<file path="config.mk">
export PLATFORM = sky130hd
export DESIGN_NAME = buzzer_alerta_farol
export DESIGN_NICKNAME = d
export VERILOG_FILES = /design/src/rtl/buzzer_farol_pkg.sv /design/src/rtl/temporizador_farol.sv /design/src/rtl/buzzer_alerta_farol.sv
export SDC_FILE = /design/constraint.sdc
export NUM_CORES = 1
export LEC_CHECK = 0
export CAP_MARGIN = 20
export CELL_PAD_IN_SITES_DETAIL_PLACEMENT = 1
export CELL_PAD_IN_SITES_GLOBAL_PLACEMENT = 1
export CORE_ASPECT_RATIO = 2
export CORE_MARGIN = 2
export CORE_UTILIZATION = 45
export CTS_CLUSTER_SIZE = 24
export DETAILED_ROUTE_END_ITERATION = 6
export PLACE_DENSITY_LB_ADDON = 0.1
export SETUP_SLACK_MARGIN = 0.1
export SYNTH_ARGS = -nofsm -noshare
export SYNTH_HDL_FRONTEND = slang
export SYNTH_SLANG_ARGS = --single-unit
</file>
<file path="constraint.sdc">
create_clock -name clk -period 2.65 [get_ports clk]
set_clock_uncertainty 0.1 [all_clocks]
set_input_delay 0.3975 -clock clk [delete_from_list [all_inputs] [get_ports clk]]
set_output_delay 0.3975 -clock clk [all_outputs]
set_load 0.01 [all_outputs]
</file>
<file path="src/rtl/buzzer_farol_pkg.sv">
// Shared definitions for the headlight-warning buzzer driver: state
// encoding and the default timing constants.
package buzzer_farol_pkg;

  typedef enum logic [2:0] {
    IDLE     = 3'd0,
    DEBOUNCE = 3'd1,
    BEEP_ON  = 3'd2,
    BEEP_OFF = 3'd3,
    MUTE     = 3'd4
  } estado_t;

  localparam int DEB_CYCLES_DEF = 4;
  localparam int T_ON_DEF       = 8;
  localparam int T_OFF_DEF      = 8;
  localparam int MAX_BEEPS_DEF  = 5;
  localparam int CNT_W_DEF      = 8;

endpackage

</file>
<file path="src/rtl/temporizador_farol.sv">
// Generic up-counter with synchronous clear, count enable and a
// terminal-count flag compared against a runtime limit.
module temporizador_farol #(
  parameter int CNT_W = 8
) (
  input  logic             clk,
  input  logic             rst,
  input  logic             clr,
  input  logic             en,
  input  logic [CNT_W-1:0] limite,
  output logic             fim
);

  logic [CNT_W-1:0] cnt;

  // Counter register: clear wins over enable.
  always_ff @(posedge clk or posedge rst) begin
    // NOTE: sequential state is assigned with <= so every register samples
    // the pre-edge values, independent of statement order.
    if (rst)      cnt <= '0;
    else if (clr) cnt <= '0;
    else if (en)  cnt <= cnt + CNT_W'(1);
  end

  assign fim = (cnt == limite);

endmodule

</file>
<file path="src/rtl/buzzer_alerta_farol.sv">
// Headlight-warning alarm: debounces the warning flag, sounds a bounded
// number of beeps, then holds a steady LED until the warning clears.
module buzzer_alerta_farol
  import buzzer_farol_pkg::*;
#(
  parameter int DEB_CYCLES = DEB_CYCLES_DEF,
  parameter int T_ON       = T_ON_DEF,
  parameter int T_OFF      = T_OFF_DEF,
  parameter int MAX_BEEPS  = MAX_BEEPS_DEF,
  parameter int CNT_W      = CNT_W_DEF
) (
  input  logic clk,
  input  logic rst,
  input  logic alerta,
  input  logic silenciar,
  output logic buzzer,
  output logic led_alerta,
  output logic mudo
);

  localparam logic [CNT_W-1:0] LIM_DEB   = CNT_W'(DEB_CYCLES - 1);
  localparam logic [CNT_W-1:0] LIM_ON    = CNT_W'(T_ON - 1);
  localparam logic [CNT_W-1:0] LIM_OFF   = CNT_W'(T_OFF - 1);
  localparam logic [CNT_W-1:0] MAX_B     = CNT_W'(MAX_BEEPS);
  localparam bit               AUTO_MUDO = (MAX_BEEPS != 0);

  estado_t          estado, estado_nxt;
  logic [CNT_W-1:0] bips, bips_nxt;
  logic [CNT_W-1:0] limite;
  logic             cnt_clr, cnt_en, fim;

  temporizador_farol #(.CNT_W(CNT_W)) u_temporizador (
    .clk    (clk),
    .rst    (rst),
    .clr    (cnt_clr),
    .en     (cnt_en),
    .limite (limite),
    .fim    (fim)
  );

  // Next-state, counter control and beep-count update.
  // Priority: alerta drop > mute request > timer expiry.
  always_comb begin
    // NOTE: every signal gets a default first so no path leaves it
    // unassigned, which would otherwise infer a latch.
    estado_nxt = estado;
    bips_nxt   = bips;
    cnt_clr    = 1'b0;
    cnt_en     = 1'b0;

    case (estado)
      DEBOUNCE: limite = LIM_DEB;
      BEEP_ON:  limite = LIM_ON;
      BEEP_OFF: limite = LIM_OFF;
      default:  limite = '0;
    endcase

    if (estado == IDLE) begin
      cnt_clr  = 1'b1;
      bips_nxt = '0;
      if (alerta) estado_nxt = DEBOUNCE;
    end else if (!alerta) begin
      estado_nxt = IDLE;
      cnt_clr    = 1'b1;
      bips_nxt   = '0;
    end else if (silenciar && (estado != MUTE)) begin
      estado_nxt = MUTE;
      cnt_clr    = 1'b1;
      bips_nxt   = '0;
    end else begin
      case (estado)
        DEBOUNCE: begin
          if (fim) begin
            estado_nxt = BEEP_ON;
            cnt_clr    = 1'b1;
          end else begin
            cnt_en = 1'b1;
          end
        end
        BEEP_ON: begin
          if (fim) begin
            estado_nxt = BEEP_OFF;
            cnt_clr    = 1'b1;
            // With auto-mute disabled the count is never needed, so it
            // stays put and cannot wrap.
            if (AUTO_MUDO) bips_nxt = bips + CNT_W'(1);
          end else begin
            cnt_en = 1'b1;
          end
        end
        BEEP_OFF: begin
          if (fim) begin
            cnt_clr = 1'b1;
            if (AUTO_MUDO && (bips == MAX_B)) begin
              estado_nxt = MUTE;
              bips_nxt   = '0;
            end else begin
              estado_nxt = BEEP_ON;
            end
          end else begin
            cnt_en = 1'b1;
          end
        end
        MUTE:    cnt_clr = 1'b1;
        default: begin
          estado_nxt = IDLE;
          cnt_clr    = 1'b1;
          bips_nxt   = '0;
        end
      endcase
    end
  end

  // State, beep count and registered Moore output decode of the next state.
  always_ff @(posedge clk or posedge rst) begin
    // NOTE: only a handful of control flops here, so all of them are reset;
    // the outputs drop to 0 the moment rst rises.
    if (rst) begin
      estado     <= IDLE;
      bips       <= '0;
      buzzer     <= 1'b0;
      led_alerta <= 1'b0;
      mudo       <= 1'b0;
    end else begin
      estado     <= estado_nxt;
      bips       <= bips_nxt;
      buzzer     <= (estado_nxt == BEEP_ON);
      led_alerta <= (estado_nxt inside {BEEP_ON, BEEP_OFF, MUTE});
      mudo       <= (estado_nxt == MUTE);
    end
  end

endmodule

</file>
==> results of run 1 <==
## metal layers
layer | global-route usage (%) | vias to the layer above | share of wire [%]
met4 | 10.3 | 0 | 2.9
met1 | 21.5 | 511 | 37
met3 | 1.81 | 10 | 1.7
met5 | 0 | - | 0
li1 | - | 490 | -
met2 | 39.8 | 24 | 58
## logic make-up (layout without fill, tap and decap cells)
kind of cell | after synthesis | count (layout) | synth area share, %
AO/OA/AOI/OAI | 20 | 20 | 13.4
adder cells (fa/ha/maj) | 3 | 3 | 2.91
buffers and inverters | 9 | 15 | 2.91
AND/OR/NAND/NOR | 69 | 69 | 29.8
flip-flops | 22 | 22 | 42.6
XOR/XNOR | 7 | 7 | 4.75
multiplexers | 4 | 4 | 3.58
## worst paths after layout
path | depth (start not counted) | slack [ns] | startpoint | end
max | 5 | 0.47 | estado[0]$_DFF_PP0_ | u_temporizador.cnt[4]$_DFFE_PP0P_
min | 1 | 0.47 | bips[7]$_DFFE_PP0P_ | bips[7]$_DFFE_PP0P_
max reg2reg | 5 | 0.47 | estado[0]$_DFF_PP0_ | u_temporizador.cnt[4]$_DFFE_PP0P_
min reg2reg | 1 | 0.47 | bips[7]$_DFFE_PP0P_ | bips[7]$_DFFE_PP0P_
max in group asynchronous | 2 | 1.39 | rst | u_temporizador.cnt[1]$_DFFE_PP0P_
min in group asynchronous | 2 | 0.52 | rst | bips[3]$_DFFE_PP0P_
## report_power, final
group | internal (mW) | switching [mW] | total, mW
combinational | 0.135 | 0.142 | 0.278
clock | 0.101 | 0.106 | 0.207
sequential | 0.363 | 0.0521 | 0.415
total | 0.600 | 0.300 | 0.900
## placed cells by master, fill, tap and decap left out, types with 2 or more instances in the layout
master           instances
and3_1                   5
buf_4                    2
clkbuf_8                 3
clkdlybuf4s50_1          6
dfrtp_1                 22
ha_1                     3
inv_1                    4
mux2i_1                  2
nand2_1                 13
nand3_1                  9
nand3b_1                 2
nor2_1                  19
nor3_1                   3
nor3b_1                  2
nor4b_1                  2
o211ai_1                 2
o21ai_0                  3
o22a_2                   6
o311a_1                  2
or3_1                    2
or3b_2                   2
xnor2_1                  2
xor2_1                   5
## state kept, by name, indices dropped and copies added (netlist names)
signal,cells
bips,8
u_temporizador.cnt,8
mudo,1
buzzer,1
led_alerta,1
estado,3
## cell type report
type / instances / area, sq um
fill: 320 / 1320
tap: 29 / 36.3
multi-input combinational: 103 / 703
inverter: 4 / 15.0
sequential: 22 / 551
clock buffer: 3 / 41.3
timing repair buffer: 8 / 75.1
## stage by stage
step | worst slack [ns] | area [sq um]
global route | 0.303 | 1420
CTS | 0.451 | 1420
global placement | 0.301 | 1380
floorplan | 0.685 | 1290
finish | 0.470 | 1420
detailed placement | 0.227 | 1380
## critical path: cells and delay by family, from the launching register on
| kind | cells | cell delay, ns |
|---|---|---|
| flip-flops | 1 | 0.56 |
| AO/OA/AOI/OAI | 2 | 0.49 |
| AND/OR/NAND/NOR | 3 | 0.90 |
==> results.py, run 1 <==
metrics = {
    "routing": {
        "vias": 1035,
        "totalWireLength_mm": 3.07,
        "dr.first_iter.drc_count": 39,
        "postRouteAntennaNets": 0,
        "dr.pass1.iters": 4,
        "drc": 0,
        "viasPerCell": 6.12,
        "wl_per_cell_um": 18.1,
    },
    "critical_path": {
        "cp_max_fo": 10,
        "required_ns": 2.69,
        "endpoint_kind": "register",
        "cp-start-kind": "register",
        "arrival_ns": 2.22,
        "cpPeakStageDelay_ns": 0.56,
        "cpMaxStageDelayCell": "dfrtp_1",
        "path_cells": "or3b_2 -> a211oi_1 -> o21a_1 -> or3_1 -> nor2_1",
        "worst-setup-path-type": "reg -> reg",
    },
    "cts": {
        "htree_num_levels": 1,
        "cts_buffers": 3,
        "clk_latency_ns": 0.26,
        "cts-resized-gates": 0,
        "cts_tree": "yes",
        "cts_hold_buf": 0,
        "cts_max_path_buffers": 2,
        "cts_setup_buffers": 0,
        "clock-sinks": 22,
        "ctsRootBufferMaster": "clkbuf_8",
        "clk_pin_slew_ns": 0.08,
    },
    "synthesis": {
        "synthDistinctLibCells": 41,
        "synth_top_area_share_pct": 42.6,
        "syn-num-nets": 141,
        "synth-async-reset-ratio_pct": 100,
        "synth.avg_cell_area_sq_um": 9.64,
        "synth_top_area_cell": "dfrtp_1",
        "yosysMostFrequentCell": "dfrtp_1",
        "yosysWarnings": 0,
        "ys_seq_elements": 22,
        "yosys-top-cells-count": "dfrtp_1 (22), nor2_1 (19), nand2_1 (13)",
        "synth-edff-count": 0,
        "synth.area.top_cells": "dfrtp_1 (43%), nor2_1 (5.5%), o22a_2 (4.7%)",
        "yosysSeqAreaShare_pct": 42.6,
        "synth.cell_area_sq_um": 1290,
        "synth_flop_cell": "dfrtp_1",
        "synthCells": 134,
    },
    "timing": {
        "fmax_mhz": 459,
        "min_period_ns": 2.18,
        "slew_headroom_pct": 41.0,
        "fin_setup_tns_ns": 0,
        "whs_ns": 0.467,
        "worst_pin_slew_ns": 0.884,
        "drv_slew": 0,
        "rsz0062_at_grt": "no",
        "period_share_pct": 82.3,
        "hold_viol_final": 0,
        "setup_viol": 0,
    },
    "run": {
        "cap_violations": 0,
    },
    "place": {
        "hpwl_mm": 2.36,
        "routabilityCongestion": 0.831,
        "place_inst": 166,
        "io_buffers": 6,
    },
    "power": {
        "powerDensity_nw_per_um2": 633,
        "peakVddDrop_mv": 0.381,
        "leakage_nw": 0.612,
        "power.total_mw": 0.900,
    },
    "cells_and_area": {
        "area_delta_synth_final_pct": 10.1,
        "fin_util_pct": 51.9,
        "drive_above_1_share_pct": 16.4,
        "diodes": 0,
        "fin_cells": 169,
        "final_nets": 149,
    },
    "global_route": {
        "grt_overflow": 0,
        "grt_use_total_pct": 20.7,
        "grt_pass1_vias": 1168,
        "antenna_found_initial": 0,
        "grt_pass1_wl_mm": 5.33,
        "grt_max_degree": 23,
    },
    "floorplan": {
        "core_sq_um": 2740,
        "start_util_pct": 47.2,
        "die_area_sq_um": 3340,
        "die_w_um": 41.9,
        "die_h_um": 79.8,
        "io_pins": 7,
        "std_cell_rows": 27,
    },
    "worst_hold_path": {
        "hold_path.class": "reg -> reg",
    },
    "run_status": {
        "status": "complete, no violations",
    },
}
(Power assumes the default switching activity.)
==> run 2, diff against run 1 <==
--- a/config.mk
+++ b/config.mk
@@ -10,7 +10,7 @@
 export CELL_PAD_IN_SITES_GLOBAL_PLACEMENT = 1
 export CORE_ASPECT_RATIO = 2
 export CORE_MARGIN = 2
-export CORE_UTILIZATION = 45
+export CORE_UTILIZATION = 41
 export CTS_CLUSTER_SIZE = 24
 export DETAILED_ROUTE_END_ITERATION = 6
 export PLACE_DENSITY_LB_ADDON = 0.1
==> constraint.sdc (replaced) <==
create_clock -name clk -period 1.9 [get_ports clk]
set_clock_uncertainty 0.1 [all_clocks]
set_input_delay 0.285 -clock clk [delete_from_list [all_inputs] [get_ports clk]]
set_output_delay 0.285 -clock clk [all_outputs]
set_load 0.01 [all_outputs]
==> run 2 against run 1 <==
Effect of this change: the flow now finishes with violations (setup timing); routed wire length is 15% higher; sequential power up 30%; die area up 9.0%; largest cell class unchanged.
==> results.py, run 2 (synthesis results as in run 1) <==
metrics = {
    "timing": {
        "fmax_mhz": 487,
        "hold_viol_final": 0,
        "setup_viol": 12,
        "worst_pin_slew_ns": 0.320,
        "whs_ns": 0.253,
        "setup_ws_ns": -0.152,
        "period_share_pct": 108,
        "rsz0062_at_grt": "yes",
        "drv_slew": 0,
        "min_period_ns": 2.05,
        "slew_headroom_pct": 78.6,
    },
    "power": {
        "leakage_nw": 0.756,
        "seqPwrFrac_pct": 36.2,
        "peakVddDrop_mv": 0.660,
        "powerDensity_nw_per_um2": 884,
        "p_sw_share_pct": 32.4,
        "clkPwrFrac_pct": 22.7,
        "pwr-share-comb_pct": 41.0,
        "internal_power_mw": 1.01,
        "switchingPower_mw": 0.481,
    },
    "cells_and_area": {
        "design_area_sq_um": 1680,
        "layout_commonest_cell": "buf_4",
        "fin_cells": 196,
        "final_nets": 174,
        "diodes": 0,
        "area_delta_synth_final_pct": 30.3,
        "fillers": 345,
        "drive_above_1_share_pct": 34.3,
        "top_regs": "bips x8, u_temporizador.cnt x8, estado x3",
        "most-common-layout-cells": "buf_4 (27), dfrtp_1 (22), nor2_1 (17)",
    },
    "critical_path": {
        "cpPeakStageDelay_ns": 0.56,
        "arrival_ns": 2.10,
        "crit_family": "simple AND/OR/NAND/NOR gates",
        "cp_max_fo": 8,
        "required_ns": 1.95,
        "reg2regPathDepth": 5,
        "reg2reg_from": "u_temporizador.cnt[4]$_DFFE_PP0P_",
        "worst-setup-path-type": "reg -> reg",
        "endpoint_kind": "register",
        "reg2reg_slack_ns": -0.15,
        "path_cells": "or4_4 -> nor3b_4 -> nand2_1 -> a31o_4 -> mux2_4",
        "cp-start-kind": "register",
        "regToRegEndpoint": "bips[1]$_DFFE_PP0P_",
        "cpMaxStageDelayCell": "or4_4",
        "cp.buffers_inverters": 0,
    },
    "routing": {
        "postRouteAntennaNets": 0,
        "vias": 1138,
        "dr.pass1.iters": 4,
        "wl_per_cell_um": 18.1,
        "dr.first_iter.drc_count": 10,
        "viasPerCell": 5.81,
        "drc": 0,
        "totalWireLength_mm": 3.54,
    },
    "place": {
        "hpwl_mm": 2.65,
        "placed_area_sq_um": 1560,
        "routabilityCongestion": 0.831,
        "place_inst": 189,
        "io_buffers": 6,
    },
    "cts": {
        "ctsRootBufferMaster": "clkbuf_8",
        "cts_tree": "yes",
        "clock-sinks": 22,
        "cts_hold_buf": 0,
        "cts_buffers": 3,
        "clk_latency_ns": 0.26,
        "clk_pin_slew_ns": 0.08,
        "htree_num_levels": 1,
        "cts_max_path_buffers": 2,
    },
    "worst_hold_path": {
        "hold_path.class": "in -> async",
    },
    "floorplan": {
        "die_area_sq_um": 3640,
        "std_cell_rows": 28,
        "core_sq_um": 2980,
        "die_w_um": 43.7,
        "start_util_pct": 43.4,
        "io_pins": 7,
        "die_h_um": 83.4,
    },
    "global_route": {
        "grt_pass1_wl_mm": 5.89,
        "antenna_found_initial": 0,
        "grt_use_total_pct": 21.7,
        "grt_max_degree": 23,
        "grt_overflow": 0,
        "grt_pass1_vias": 1242,
    },
    "run_status": {
        "status": "complete, but fails checks",
        "violations": "setup timing",
    },
    "run": {
        "cap_violations": 0,
    },
}
==> run 2: how the worst max path moves through the flow <==
stage	startpoint	endpoint	slack, ns	cells past startpoint
floorplan	u_temporizador.cnt[4]$_DFFE_PP0P_	bips[1]$_DFFE_PP0P_	-0.07	5
global placement	alerta	bips[7]$_DFFE_PP0P_	-0.25	6
detailed placement	alerta	bips[7]$_DFFE_PP0P_	-0.33	6
CTS	u_temporizador.cnt[4]$_DFFE_PP0P_	bips[1]$_DFFE_PP0P_	-0.18	5
global route	u_temporizador.cnt[4]$_DFFE_PP0P_	bips[1]$_DFFE_PP0P_	-0.22	5
finish	u_temporizador.cnt[4]$_DFFE_PP0P_	bips[1]$_DFFE_PP0P_	-0.15	5
==> run 2: layer usage <==
metal / vias to the layer above / track usage (%) / part of all wire [%]
met5: - / 0 / 0
met4: 0 / 9.92 / 2.5
met3: 8 / 1.96 / 0.65
met2: 7 / 42.0 / 63
met1: 580 / 20.9 / 34
li1: 543 / - / -
==> run 2: timing repair <==
action | 4_1_cts | 5_1_grt
pin swaps | 8 | 7
endpoints found under the setup margin | 22 | 22
resized for setup | 5 | 5
buffers inserted | 2 | 1
cloned | 0 | 0
==> run 2: final cells by class <==
| cell class | count | area [sq um] | share of cell area (%) |
|---|---|---|---|
| clock buffer | 4 | 55.1 | 3.27 |
| inverter | 4 | 15.0 | 0.892 |
| multi-input combinational | 103 | 762 | 45.3 |
| sequential | 22 | 551 | 32.7 |
| tap | 30 | 37.5 | 2.23 |
| timing repair buffer | 33 | 263 | 15.6 |
==> run 2: power groups by stage <==
stage / registers (mW) / clock network (mW) / logic [mW]
after floorplan: 0.540 / 0 / 0.340
after global placement: 0.548 / 0 / 0.536
after detailed placement: 0.550 / 0 / 0.553
after CTS: 0.540 / 0.356 / 0.593
after global routing: 0.546 / 0.369 / 0.663
final: 0.539 / 0.338 / 0.611
==> run 2: stage by stage <==
stage | setup slack (ns) | util, % | setup TNS (ns) | total power, mW
floorplan | -0.0654 | - | -0.0654 | 0.879
global placement | -0.250 | 52.3 | -3.48 | 1.08
detailed placement | -0.329 | 52.3 | -4.13 | 1.10
CTS | -0.183 | 55.6 | -0.757 | 1.49
global route | -0.224 | 56.5 | -1.76 | 1.58
finish | -0.152 | 56.5 | -0.593 | 1.49
==> run 2: worst register-to-register path: stages, from the launching register on <==
cell	delay, ns
dfrtp_1	0.38
or4_4	0.56
nor3b_4	0.23
nand2_1	0.10
a31o_4	0.27
mux2_4	0.31
